<file path="config.mk">
export PLATFORM = sky130hd
export DESIGN_NAME = ifetch_queue
export DESIGN_NICKNAME = d
export VERILOG_FILES = /design/src/rtl/ifetch_pkg.sv /design/src/rtl/ifetch_fifo.sv /design/src/rtl/ifetch_queue_chk.sv /design/src/rtl/ifetch_queue.sv
export SDC_FILE = /design/constraint.sdc
export NUM_CORES = 1
export LEC_CHECK = 0
export CELL_PAD_IN_SITES_DETAIL_PLACEMENT = 1
export CELL_PAD_IN_SITES_GLOBAL_PLACEMENT = 2
export CORE_ASPECT_RATIO = 1.5
export CORE_MARGIN = 3
export CORE_UTILIZATION = 35
export DETAILED_ROUTE_END_ITERATION = 12
export GPL_ROUTABILITY_DRIVEN = 0
export GPL_TIMING_DRIVEN = 0
export MAX_ROUTING_LAYER = met4
export PLACE_DENSITY = 0.71
export SLEW_MARGIN = 20
export SYNTH_ARGS = -nofsm -noshare
export SYNTH_HDL_FRONTEND = slang
export SYNTH_SLANG_ARGS = --single-unit
</file>
<file path="constraint.sdc">
create_clock -name clk -period 12.1 [get_ports clk]
set_input_delay 1.21 -clock clk [delete_from_list [all_inputs] [get_ports clk]]
set_output_delay 1.21 -clock clk [all_outputs]
set_load 0.01 [all_outputs]
</file>
<file path="src/rtl/ifetch_pkg.sv">
// Shared types and constants for the instruction prefetch queue.
package ifetch_pkg;

    localparam int INSTR_W = 32;
    localparam int ADDR_W  = 32;

    localparam logic [ADDR_W-1:0] PC_STEP   = 32'd4;
    localparam logic [ADDR_W-1:0] WORD_MASK = 32'hFFFF_FFFC;

    typedef struct packed {
        logic [INSTR_W-1:0] inst;
        logic [ADDR_W-1:0]  pc;
    } fetch_entry_t;

    // Fetch addresses are always word aligned; low bits of any incoming PC are dropped.
    function automatic logic [ADDR_W-1:0] align_pc(input logic [ADDR_W-1:0] pc);
        return pc & WORD_MASK;
    endfunction

endpackage

</file>
<file path="src/rtl/ifetch_fifo.sv">
// Synchronous FIFO of fetched {inst, pc} entries with flush; pointers wrap naturally (DEPTH is a power of two).
module ifetch_fifo
    import ifetch_pkg::*;
#(
    parameter  int DEPTH = 4,
    localparam int PTR_W = $clog2(DEPTH),
    localparam int CNT_W = PTR_W + 1
) (
    input  logic             clk,
    input  logic             reset,
    input  logic             flush,
    input  logic             push,
    input  fetch_entry_t     push_data,
    input  logic             pop,
    output fetch_entry_t     head,
    output logic [CNT_W-1:0] count
);

    localparam logic [CNT_W-1:0] FULL_CNT = CNT_W'(DEPTH);
    localparam logic [CNT_W-1:0] CNT_ONE  = CNT_W'(1);
    localparam logic [PTR_W-1:0] PTR_ONE  = PTR_W'(1);

    fetch_entry_t     mem_r [DEPTH];
    logic [PTR_W-1:0] wr_ptr_r;
    logic [PTR_W-1:0] rd_ptr_r;
    logic [CNT_W-1:0] count_r;
    logic             do_push_s;
    logic             do_pop_s;

    // Qualify push/pop: a flush wins, push on full and pop on empty are ignored
    always_comb begin
        do_push_s = 1'b0;
        do_pop_s  = 1'b0;
        if (flush) begin
            do_push_s = 1'b0;
            do_pop_s  = 1'b0;
        end else begin
            do_push_s = push && (count_r != FULL_CNT);
            do_pop_s  = pop && (count_r != '0);
        end
    end

    // Pointer and occupancy tracking
    always_ff @(posedge clk) begin
        if (reset || flush) begin
            wr_ptr_r <= '0;
            rd_ptr_r <= '0;
            count_r  <= '0;
        end else begin
            if (do_push_s) begin
                wr_ptr_r <= wr_ptr_r + PTR_ONE;
            end
            if (do_pop_s) begin
                rd_ptr_r <= rd_ptr_r + PTR_ONE;
            end
            case ({do_push_s, do_pop_s})
                2'b10:   count_r <= count_r + CNT_ONE;
                2'b01:   count_r <= count_r - CNT_ONE;
                default: count_r <= count_r;
            endcase
        end
    end

    // Entry storage
    always_ff @(posedge clk) begin
        if (reset) begin
            for (int i = 0; i < DEPTH; i++) begin
                mem_r[i] <= '0;
            end
        end else if (do_push_s) begin
            mem_r[wr_ptr_r] <= push_data;
        end
    end

    assign head  = mem_r[rd_ptr_r];
    assign count = count_r;

endmodule

</file>
<file path="src/rtl/ifetch_queue_chk.sv">
// Protocol checker for ifetch_queue: a kept response must always have a live request behind it.
module ifetch_queue_chk #(
    parameter int CNT_W = 3
) (
    input logic             clk,
    input logic             reset,
    input logic             rsp_valid,
    input logic             redirect,
    input logic [CNT_W-1:0] live,
    input logic [CNT_W-1:0] discard
);

    a_live_rsp_has_request: assert property (
        @(posedge clk) disable iff (reset)
        (rsp_valid && !redirect && (discard == '0)) |-> (live != '0)
    );

endmodule

</file>
<file path="src/rtl/ifetch_queue.sv">
// Instruction prefetch queue: credit-limited sequential fetch, in-order response buffering, redirect flush.
// Optional build macro IFETCH_BYPASS_EN forwards a response straight to the core when the queue is empty.
module ifetch_queue
    import ifetch_pkg::*;
#(
    parameter int                DEPTH    = 4,
    parameter logic [ADDR_W-1:0] RESET_PC = 32'h0000_0000
) (
    input  logic               clk,
    input  logic               reset,
    output logic               req_valid,
    output logic [ADDR_W-1:0]  req_addr,
    input  logic               req_ready,
    input  logic               rsp_valid,
    input  logic [INSTR_W-1:0] rsp_data,
    output logic               inst_valid,
    output logic [INSTR_W-1:0] inst,
    output logic [ADDR_W-1:0]  inst_pc,
    input  logic               inst_ready,
    input  logic               redirect,
    input  logic [ADDR_W-1:0]  redirect_pc
);

    localparam int               CNT_W     = $clog2(DEPTH) + 1;
    localparam int               SUM_W     = CNT_W + 2;
    localparam logic [CNT_W-1:0] CNT_ONE   = CNT_W'(1);
    localparam logic [SUM_W-1:0] DEPTH_SUM = SUM_W'(DEPTH);

    logic [ADDR_W-1:0] fetch_pc_r;
    logic [ADDR_W-1:0] rsp_pc_r;
    logic [CNT_W-1:0]  live_r;
    logic [CNT_W-1:0]  discard_r;
    logic [CNT_W-1:0]  count_s;
    logic [CNT_W-1:0]  pending_s;
    logic [CNT_W-1:0]  redirect_discard_s;
    logic [SUM_W-1:0]  inflight_s;
    logic [ADDR_W-1:0] redirect_base_s;
    logic              fire_s;
    logic              rsp_live_s;
    logic              rsp_drop_s;
    logic              bypass_s;
    logic              push_s;
    logic              pop_s;
    fetch_entry_t      push_data_s;
    fetch_entry_t      head_s;

    // Credit check, request issue and response classification
    always_comb begin
        inflight_s      = SUM_W'(count_s) + SUM_W'(live_r) + SUM_W'(discard_r);
        req_valid       = !reset && !redirect && (inflight_s < DEPTH_SUM);
        req_addr        = reset ? RESET_PC : fetch_pc_r;
        fire_s          = req_valid && req_ready;
        rsp_live_s      = rsp_valid && !redirect && (discard_r == '0);
        rsp_drop_s      = rsp_valid && !redirect && (discard_r != '0);
        redirect_base_s = align_pc(redirect_pc);
    end

    // Everything still outstanding at a redirect becomes stale; a response in that cycle retires one of them
    always_comb begin
        pending_s = discard_r + live_r;
        if (rsp_valid && (pending_s != '0)) begin
            redirect_discard_s = pending_s - CNT_ONE;
        end else begin
            redirect_discard_s = pending_s;
        end
    end

`ifdef IFETCH_BYPASS_EN
    assign bypass_s = rsp_live_s && (count_s == '0) && !reset;
`else
    assign bypass_s = 1'b0;
`endif

    // FIFO control and core-facing outputs
    always_comb begin
        push_s           = rsp_live_s && !(bypass_s && inst_ready);
        push_data_s.inst = rsp_data;
        push_data_s.pc   = rsp_pc_r;
        pop_s            = (count_s != '0) && inst_ready && !redirect;
        if (reset) begin
            inst_valid = 1'b0;
            inst       = '0;
            inst_pc    = '0;
        end else if (count_s != '0) begin
            inst_valid = 1'b1;
            inst       = head_s.inst;
            inst_pc    = head_s.pc;
        end else if (bypass_s) begin
            inst_valid = 1'b1;
            inst       = rsp_data;
            inst_pc    = rsp_pc_r;
        end else begin
            inst_valid = 1'b0;
            inst       = '0;
            inst_pc    = '0;
        end
    end

    // PC registers and in-flight credit counters
    always_ff @(posedge clk) begin
        if (reset) begin
            fetch_pc_r <= RESET_PC;
            rsp_pc_r   <= RESET_PC;
            live_r     <= '0;
            discard_r  <= '0;
        end else if (redirect) begin
            fetch_pc_r <= redirect_base_s;
            rsp_pc_r   <= redirect_base_s;
            live_r     <= '0;
            discard_r  <= redirect_discard_s;
        end else begin
            if (fire_s) begin
                fetch_pc_r <= fetch_pc_r + PC_STEP;
            end
            if (rsp_live_s) begin
                rsp_pc_r <= rsp_pc_r + PC_STEP;
            end
            case ({fire_s, rsp_live_s})
                2'b10:   live_r <= live_r + CNT_ONE;
                2'b01:   live_r <= live_r - CNT_ONE;
                default: live_r <= live_r;
            endcase
            if (rsp_drop_s) begin
                discard_r <= discard_r - CNT_ONE;
            end
        end
    end

    ifetch_fifo #(
        .DEPTH (DEPTH)
    ) u_fifo (
        .clk       (clk),
        .reset     (reset),
        .flush     (redirect),
        .push      (push_s),
        .push_data (push_data_s),
        .pop       (pop_s),
        .head      (head_s),
        .count     (count_s)
    );

    ifetch_queue_chk #(
        .CNT_W (CNT_W)
    ) u_chk (
        .clk       (clk),
        .reset     (reset),
        .rsp_valid (rsp_valid),
        .redirect  (redirect),
        .live      (live_r),
        .discard   (discard_r)
    );

endmodule
</file>
=== After elaboration in Yosys (flattened, before gate mapping) ===
Memories as Yosys holds them, arrays and structs flattened. A register that Yosys moved wholly into a read port is not among the register bits.
Index checks and enable logic that the tools add are counted.

* Reductions and logical operators: 25
* Add/sub/neg operators: 13
* Magnitude comparators: 1
* Muxes and demuxes: 28
* Equal/unequal tests: 5

{| class="wikitable"
|+ Operators with widths
! cell !! count
|-
| 32-bit two-way mux || 9
|-
| 32-bit by 3-bit adder with 32-bit output (second input constant) || 2
|-
| 64-bit two-way mux || 1
|-
| 64-bit OR reduction || 1
|-
| 3-bit case mux with 2 select lines || 2
|-
| 3-bit by 1-bit subtractor with 3-bit output (second input constant) || 4
|-
| 1-bit logical AND || 11
|-
| 1-bit two-way mux || 10
|-
| 2-bit nonzero test || 5
|-
| 3-bit two-way mux || 3
|-
| 3-bit nonzero test || 3
|-
| 3-bit by 1-bit adder with 3-bit output (second input constant) || 2
|-
| 2-bit two-way mux || 3
|-
| 4-bit by 3-bit adder with 5-bit output || 1
|-
| 5-bit by 3-bit < comparator with 1-bit output (second input constant) || 1
|-
| 2-bit by 1-bit adder with 2-bit output (second input constant) || 2
|-
| 3-bit by 3-bit adder with 4-bit output || 1
|-
| 2-bit by 1-bit == test with 1-bit output (second input constant) || 2
|-
| 2-bit == test (second input constant) || 2
|-
| 3-bit adder || 1
|-
| 3-bit logical NOT || 1
|-
| 3-bit != test (second input constant) || 1
|-
| 1-bit logical NOT || 2
|-
| 2-bit OR reduction || 1
|-
| 1-bit logical OR || 1
|}

* Register bits after elaboration: 77
* Output and inout bits: 98
* Memory bits (writable): 256
* Word-level logic and storage cells: 82
* Memories kept: 1
* Input bits: 70

{| class="wikitable"
|+ Memories
! name !! words !! width !! read ports !! clocked after Yosys merged registers in !! write ports !! line !! source
|-
| u_fifo.mem_r || 4 || 64 || 1 || 1 || 4 || ifetch_fifo.sv:23 || <nowiki>fetch_entry_t mem_r [DEPTH];</nowiki>
|}

=== Logic depth before layout (Yosys ltp) ===
Gate-level depths: netlist of run 1.

* Depth after elaboration: 10
* Depth in mapped cells: 14
* Mapped depth without buffers: 14

=== Cells and area by module ===
From an unflattened synthesis of run 1, not the netlist that was laid out.

* Cells, all modules: 1300
* Area, all modules: 16181.8 µm²

{| class="wikitable"
|+ By module, submodules not included
! module !! times used !! cells an instance !! seq. area each (µm²) !! area an instance (µm²)
|-
| ifetch_fifo || 1 || 691 || 7867.5 || 11509.8
|-
| ifetch_queue || 1 || 609 || 1321.3 || 4672.0
|}

=== Worst setup path after synthesis of run 1 ===
No wires, ideal clock.

* Path kind: input to register
* From: input redirect
* To: memory u_fifo.mem_r[1][10] (netlist bit), enable pin
* Path buffers: 0
* Data required time: 11.605 ns
* Setup time: 0.495 ns
* Arrival: 4.778 ns
* Slack: 6.827 ns
* Cell stages on the path: 4
* Cell sequence: nand4bb_1 > nor2_1 > nand2_1 > o21bai_1

{| class="wikitable"
|+ RTL lines
! element !! line !! source
|-
| start: declaration || ifetch_queue.sv:20 || <nowiki>input logic redirect,</nowiki>
|-
| end: declaration || ifetch_fifo.sv:23 ||
|}

=== Worst setup path in the final report of run 1 ===
* From: input reset
* To: output req_addr[18]

* Word-level cells in the longest chain between the ends: 1

{| class="wikitable"
|+ RTL lines
! element !! line !! source
|-
| start: declaration || ifetch_queue.sv:10 || <nowiki>input logic reset,</nowiki>
|-
| 32-bit two-way mux || ifetch_queue.sv:51 || <nowiki>req_addr = reset ? RESET_PC : fetch_pc_r;</nowiki>
|-
| end: declaration || ifetch_queue.sv:12 || <nowiki>output logic [ADDR_W-1:0] req_addr,</nowiki>
|}

No other way between the ends.

==> results of run 1 <==
## power by group through the flow
stage / combinational [W] / clock [W] / sequential, W
floorplan: 0.000204 / 0 / 0.00132
global placement: 0.000329 / 0 / 0.00134
detailed placement: 0.000345 / 0 / 0.00134
CTS: 0.000347 / 0.00107 / 0.00131
global route: 0.000375 / 0.00111 / 0.00132
finish: 0.000339 / 0.00104 / 0.00131
## per-layer routing
metal | vias to the layer above | global-route usage
li1 | 5037 | -
met1 | 5363 | 0.221
met2 | 228 | 0.372
met3 | 71 | 0.0207
met4 | 0 | 0.0515
met5 | - | -
## path summary, 6_finish.rpt
check	start	end	slack (ps)
worst max-delay path	reset	req_addr[18]	6880
worst min-delay path	live_r[2]$_SDFFE_PP0P_	live_r[2]$_SDFFE_PP0P_	510
worst max register to register	discard_r[2]$_SDFFE_PP0P_	live_r[2]$_SDFFE_PP0P_	8330
worst min register to register	live_r[2]$_SDFFE_PP0P_	live_r[2]$_SDFFE_PP0P_	510
## worst max-delay path: cells and delay by family
kind	cells	cell delay, ps
AND/OR/NAND/NOR	1	90
buffers and inverters	5	2700
## kinds of logic after synthesis
group                    count (synthesis)  share of synthesized area
AO/OA/AOI/OAI                          123                     0.0547
multiplexers                            67                     0.0920
buffers and inverters                  120                     0.0307
XOR/XNOR                                39                     0.0217
adder cells (fa/ha/maj)                 17                     0.0164
other                                    1                   0.000238
flip-flops                             323                      0.568
AND/OR/NAND/NOR                        573                      0.216
## synthesized netlist by cell type (13+ instances only)
master | number | area, um^2
dfxtp_1 | 75 | 1500
nand2_1 | 53 | 199
and2_1 | 247 | 1550
inv_1 | 27 | 101
mux4_2 | 62 | 1400
xor2_1 | 30 | 263
a211oi_1 | 20 | 150
nand3_1 | 23 | 115
or3_1 | 14 | 87.6
nor2b_1 | 26 | 163
a21oi_1 | 26 | 130
nand4_1 | 21 | 131
edfxtp_1 | 248 | 7450
nor2_1 | 57 | 214
clkbuf_1 | 68 | 255
and3_1 | 71 | 444
buf_2 | 13 | 65.1
a31oi_1 | 19 | 119
## through the flow
stage                     hold slack (ps)   util  setup slack (ps)
final                                 514  0.438              6880
after global routing                  574  0.438              6720
after CTS                             520  0.438              6600
after detailed placement              508  0.413              6610
after global placement                471  0.409              2930
after floorplan                       459      -              6830
## area by class of cell
| type | count | area share |
|---|---|---|
| flip-flops and latches | 323 | 0.462 |
| clock inverters | 16 | 0.00781 |
| well taps | 576 | 0.0372 |
| inverters | 29 | 0.00562 |
| multi-input cells | 823 | 0.329 |
| clock buffers | 42 | 0.0487 |
| plain buffers | 91 | 0.0193 |
| repair buffers | 167 | 0.0909 |
## sequential cells by signal, summed over array words and instances (netlist names), named ones only
register,count
u_fifo.rd_ptr_r,2
u_fifo.wr_ptr_r,2
live_r,3
fetch_pc_r,30
rsp_pc_r,30
u_fifo.mem_r,248
discard_r,3
u_fifo.count,3
==> reports/qor.yml, run 1 <==
power_and_ir_drop:
  peakVddDrop_v: 0.0000735
  switching_share: 0.245
  power_leakage_nw: 6.97
  p_per_area_nw_per_um2: 139
  power_frac_comb: 0.126
  total_power_w: 0.00270
  pwr-share-clk: 0.387
  seqPwrFrac: 0.487
  p_int_w: 0.00204
  p_switching_w: 0.000661
cts:
  cts_made_buffers: 34
  clockBufferDepth: 3
  cts-resized-gates: 0
  ctsHoldBuffers: 0
  cts_setup_buffers: 0
  cts_sinks: 323
  cts_root_buf: "clkbuf_16"
  clkTransAtPathRegs_ps: 60
  cts_tree: "done"
  clk_latency_ps: 520
  h-tree-depth: 2
final_layout:
  fin_area_um2: 19400
  drive_gt1_frac: 0.109
  multi_input_area_um2: 6370
  syn_to_final_growth_pct: 23.0
  final_nets: 1556
  final_common_cell: "edfxtp_1"
  antenna_cells: 0
  seq_area_um2: 8950
  fin_cells: 2067
  fillCellCount: 4697
  layout_common_cells: "248 x edfxtp_1, 247 x and2_1, 161 x clkdlybuf4s50_1"
critical_path:
  worstPathCellList: "clkdlybuf4s50_1, clkbuf_1, buf_1, buf_1, nor2_1, clkdlybuf4s50_1"
  endpoint_kind: "output port"
  cp_data_arrival_time_ps: 4010
  crit_type: "input port to output port"
  critical-path-slowest-cell: "clkdlybuf4s50_1"
  crit_path_max_fanout: 10
  worstPathRequired_ps: 10890
  r2r_cells: 14
  crit_path_max_incr_delay_ps: 600
  cp-start-kind: "input port"
timing:
  period_needed_ps: 5220
  setup-violations-final: 0
  tns_ps: 0
  hold_violations: 0
  max_freq_mhz: 191
  period_share: 0.432
  maxSlewHeadroom: 0.265
  drv_slew: 0
  rsz0062_at_grt: "false"
  worst_slew_pin_slew_ps: 1100
  fin_worst_skew_ps: 19.9
place:
  dp_hpwl_um: 32800
  postPlaceCellArea_um2: 18300
  post-place-cells: 2009
  io_buffers: 161
synthesis:
  yosys_warnings: 0
  syn_avg_cell_area_um2: 12.5
  ys_async_sr_fraction: 0
  yosysSeqAreaShare: 0.568
  syn_inst: 1263
  synth_edf_count: 248
  mappedNetlistArea_um2: 15700
  ys_ff_latch: 323
  synth-main-ff-cell: "edfxtp_1"
  ys_types: 71
floorplanning:
  die-area_um2: 47600
  die-height_um: 266
  num_rows: 94
  core-area_um2: 44200
  start_util: 0.356
  die_w_um: 179
  boundaryPins: 168
global_routing:
  overflow: 0
  grt_pass1_vias: 11887
  grt_pass1_wl_um: 69400
  antenna_found_initial: 0
  grt_max_degree: 36
  groute.usage.overall: 0.198
min_path:
  hold_depth: 2
  hp-class: "flip-flop to flip-flop"
detailed_routing:
  vias: 10699
  drtIter0Drc: 514
  met3WireLength_um: 1470
  drt_pass1_iterations: 5
  wl_met2_um: 25100
  drc: 0
  routed_via_density: 5.18
  antenna_left: 0
  top_layer: "met4"
  m1WireLength_um: 18100
  wire_per_inst_um: 22.1
  detail_route.wirelength_um: 45700
run:
  max_cap_viol_count: 0
outcome:
  status: "complete, no violations"
(Power assumes the default switching activity.)
==> run 2, diff against run 1 <==
==> constraint.sdc (replaced) <==
create_clock -name clk -period 4.9 [get_ports clk]
set_input_delay 0.49 -clock clk [delete_from_list [all_inputs] [get_ports clk]]
set_output_delay 0.49 -clock clk [all_outputs]
set_load 0.01 [all_outputs]
==> results of run 2 <==
The final DEF is identical to that of run 1. Status: complete, no violations.
Main changes from that run: setup slack after placement 6610 ps -> 849 ps; setup slack after layout 6880 ps -> 999 ps; start point of the critical path reset -> discard_r[2]$_SDFFE_PP0P_; end point of the critical path req_addr[18] -> req_valid; register-to-register setup slack 8330 ps -> 1130 ps; total power 0.00270 W -> 0.00666 W; worst IR drop on VDD 0.0000735 V -> 0.000182 V
==> run 3, diff against run 2 <==
--- a/config.mk
+++ b/config.mk
@@ -14,7 +14,7 @@
 export GPL_ROUTABILITY_DRIVEN = 0
 export GPL_TIMING_DRIVEN = 0
 export MAX_ROUTING_LAYER = met4
-export PLACE_DENSITY = 0.71
+export PLACE_DENSITY = 0.74
 export SLEW_MARGIN = 20
 export SYNTH_ARGS = -nofsm -noshare
 export SYNTH_HDL_FRONTEND = slang
==> constraint.sdc (replaced) <==
create_clock -name clk -period 3.4 [get_ports clk]
set_input_delay 0.34 -clock clk [delete_from_list [all_inputs] [get_ports clk]]
set_output_delay 0.34 -clock clk [all_outputs]
set_load 0.01 [all_outputs]
==> reports/qor.yml, run 3 (synthesized netlist as in run 1, its figures left out) <==
outcome:
  status: "complete, no violations"
critical_path:
  reg2reg_slack_ps: 160
  r2r_end: "live_r[2]$_SDFFE_PP0P_"
  crit_type: "input port to output port"
  cp-start-kind: "input port"
  rr_startpoint: "discard_r[2]$_SDFFE_PP0P_"
  endpoint_kind: "output port"
  cp_data_arrival_time_ps: 2900
  crit_path_max_fanout: 10
  r2r_cells: 14
  worstSetupEndpoint: "req_addr[18]"
  worstPathRequired_ps: 3060
  crit_path_start: "reset"
timing:
  hold_violations: 0
  timing.final.ws_setup_ps: 155
  max_freq_mhz: 308
  setup-violations-final: 0
  rsz0062_at_grt: "true"
  maxSlewHeadroom: 0.319
  period_share: 0.954
  holdWs_ps: 437
  drv_slew: 0
  worst_slew_pin_slew_ps: 1020
  period_needed_ps: 3240
  fin_worst_skew_ps: 18.9
floorplanning:
  num_rows: 94
  boundaryPins: 168
  die-area_um2: 47600
  die_w_um: 179
  die-height_um: 266
  start_util: 0.356
  core-area_um2: 44200
cts:
  cts_root_buf: "clkbuf_16"
  cts_tree: "done"
  clkTransAtPathRegs_ps: 60
  ctsHoldBuffers: 0
  cts_made_buffers: 34
  clk_latency_ps: 540
  h-tree-depth: 2
  clockBufferDepth: 3
  cts_sinks: 323
global_routing:
  overflow: 0
  grt_pass1_vias: 11652
  grt_pass1_wl_um: 68500
  groute.usage.overall: 0.195
  antenna_found_initial: 0
  grt_max_degree: 43
final_layout:
  largestRegisters: "u_fifo.mem_r: 248 flops, fetch_pc_r: 30 flops, rsp_pc_r: 30 flops"
  drive_gt1_frac: 0.122
  antenna_cells: 0
  final_nets: 1558
  largest_register: "u_fifo.mem_r"
  final_common_cell: "edfxtp_1"
  fillCellCount: 4715
  layout_common_cells: "248 x edfxtp_1, 247 x and2_1, 160 x clkdlybuf4s50_1"
  largest_reg_flops: 248
  syn_to_final_growth_pct: 23.1
detailed_routing:
  drt_pass1_iterations: 4
  antenna_left: 0
  routed_via_density: 5.19
  drtIter0Drc: 494
  vias: 10742
  wire_per_inst_um: 21.9
  detail_route.wirelength_um: 45300
  drc: 0
power_and_ir_drop:
  total_power_w: 0.00948
  p_per_area_nw_per_um2: 489
  peakVddDrop_v: 0.000271
  power_leakage_nw: 6.99
run:
  max_cap_viol_count: 0
place:
  preCtsSetupSlack_ps: -371
  dp_hpwl_um: 32500
  io_buffers: 161
min_path:
  hp-class: "input port to flip-flop"
-- run 3: cell types whose count changed in the layout (fill, tap and decap cells not counted), moves of 2 or more --
cell / delta
dfxtp_2: +3
dfxtp_1: -4
clkbuf_1: -3
clkinv_2: +3
clkinv_1: -4
clkbuf_16: -2
buf_4: +3
clkbuf_2: +7
clkbuf_8: -2
-- run 3: area by class of cell --
type                       instances  area [um^2]  share of cell area
sequential                       323         8960               0.462
multi-input combinational        823         6380               0.329
timing repair buffer             170         1790              0.0924
clock buffer                      43          885              0.0456
tap                              576          721              0.0372
buffer                            90          380              0.0196
clock inverter                    17          155             0.00800
inverter                          29          111             0.00574
-- run 3: layer usage --
layer	global-route usage	up-vias	wire (um)
li1	-	5037	-
met1	0.224	5392	17800
met2	0.358	241	24500
met3	0.0180	72	1660
met4	0.0613	0	1290
met5	-	-	0
-- run 3: what timing repair did --
action                     4_1_cts  5_1_grt
buffers inserted                 3        0
gates resized for setup         11       14
pin swaps                        3        1
setup endpoints to repair       67       46
-- run 3: how the worst min path moves through the flow --
stage	from	end	slack (ps)	depth (start not counted)
finish	redirect_pc[22]	fetch_pc_r[22]$_SDFFE_PP0P_	440	3
global route	redirect_pc[20]	fetch_pc_r[20]$_SDFFE_PP0P_	460	3
CTS	redirect_pc[15]	fetch_pc_r[15]$_SDFFE_PP0P_	420	3
floorplan	live_r[1]$_SDFFE_PP0P_	live_r[1]$_SDFFE_PP0P_	460	2
detailed placement	live_r[1]$_SDFFE_PP0P_	live_r[1]$_SDFFE_PP0P_	490	2
global placement	live_r[1]$_SDFFE_PP0P_	live_r[1]$_SDFFE_PP0P_	470	2
-- run 3: report_power, final --
group,internal [W],switching [W],total (W)
sequential,0.00453,0.000145,0.00468
combinational,0.000535,0.000688,0.00122
clock,0.00201,0.00157,0.00358
-- run 3: worst max-delay path: stages --
cell and delay (ps):
clkdlybuf4s50_1 580, clkbuf_1 540, buf_1 480, buf_2 390, nor2_1 80, clkdlybuf4s50_1 490
-- run 3: metrics by stage --
| step | instance area (um^2) | cells | TNS (ps) | utilization |
|---|---|---|---|---|
| floorplan | 15800 | 1266 | 0 | - |
| global placement | 18100 | 2003 | -335650 | 0.409 |
| detailed placement | 18300 | 2009 | -32730 | 0.414 |
| CTS | 19400 | 2071 | 0 | 0.438 |
| global route | 19400 | 2071 | -91.5 | 0.438 |
| finish | 19400 | 2071 | 0 | 0.438 |
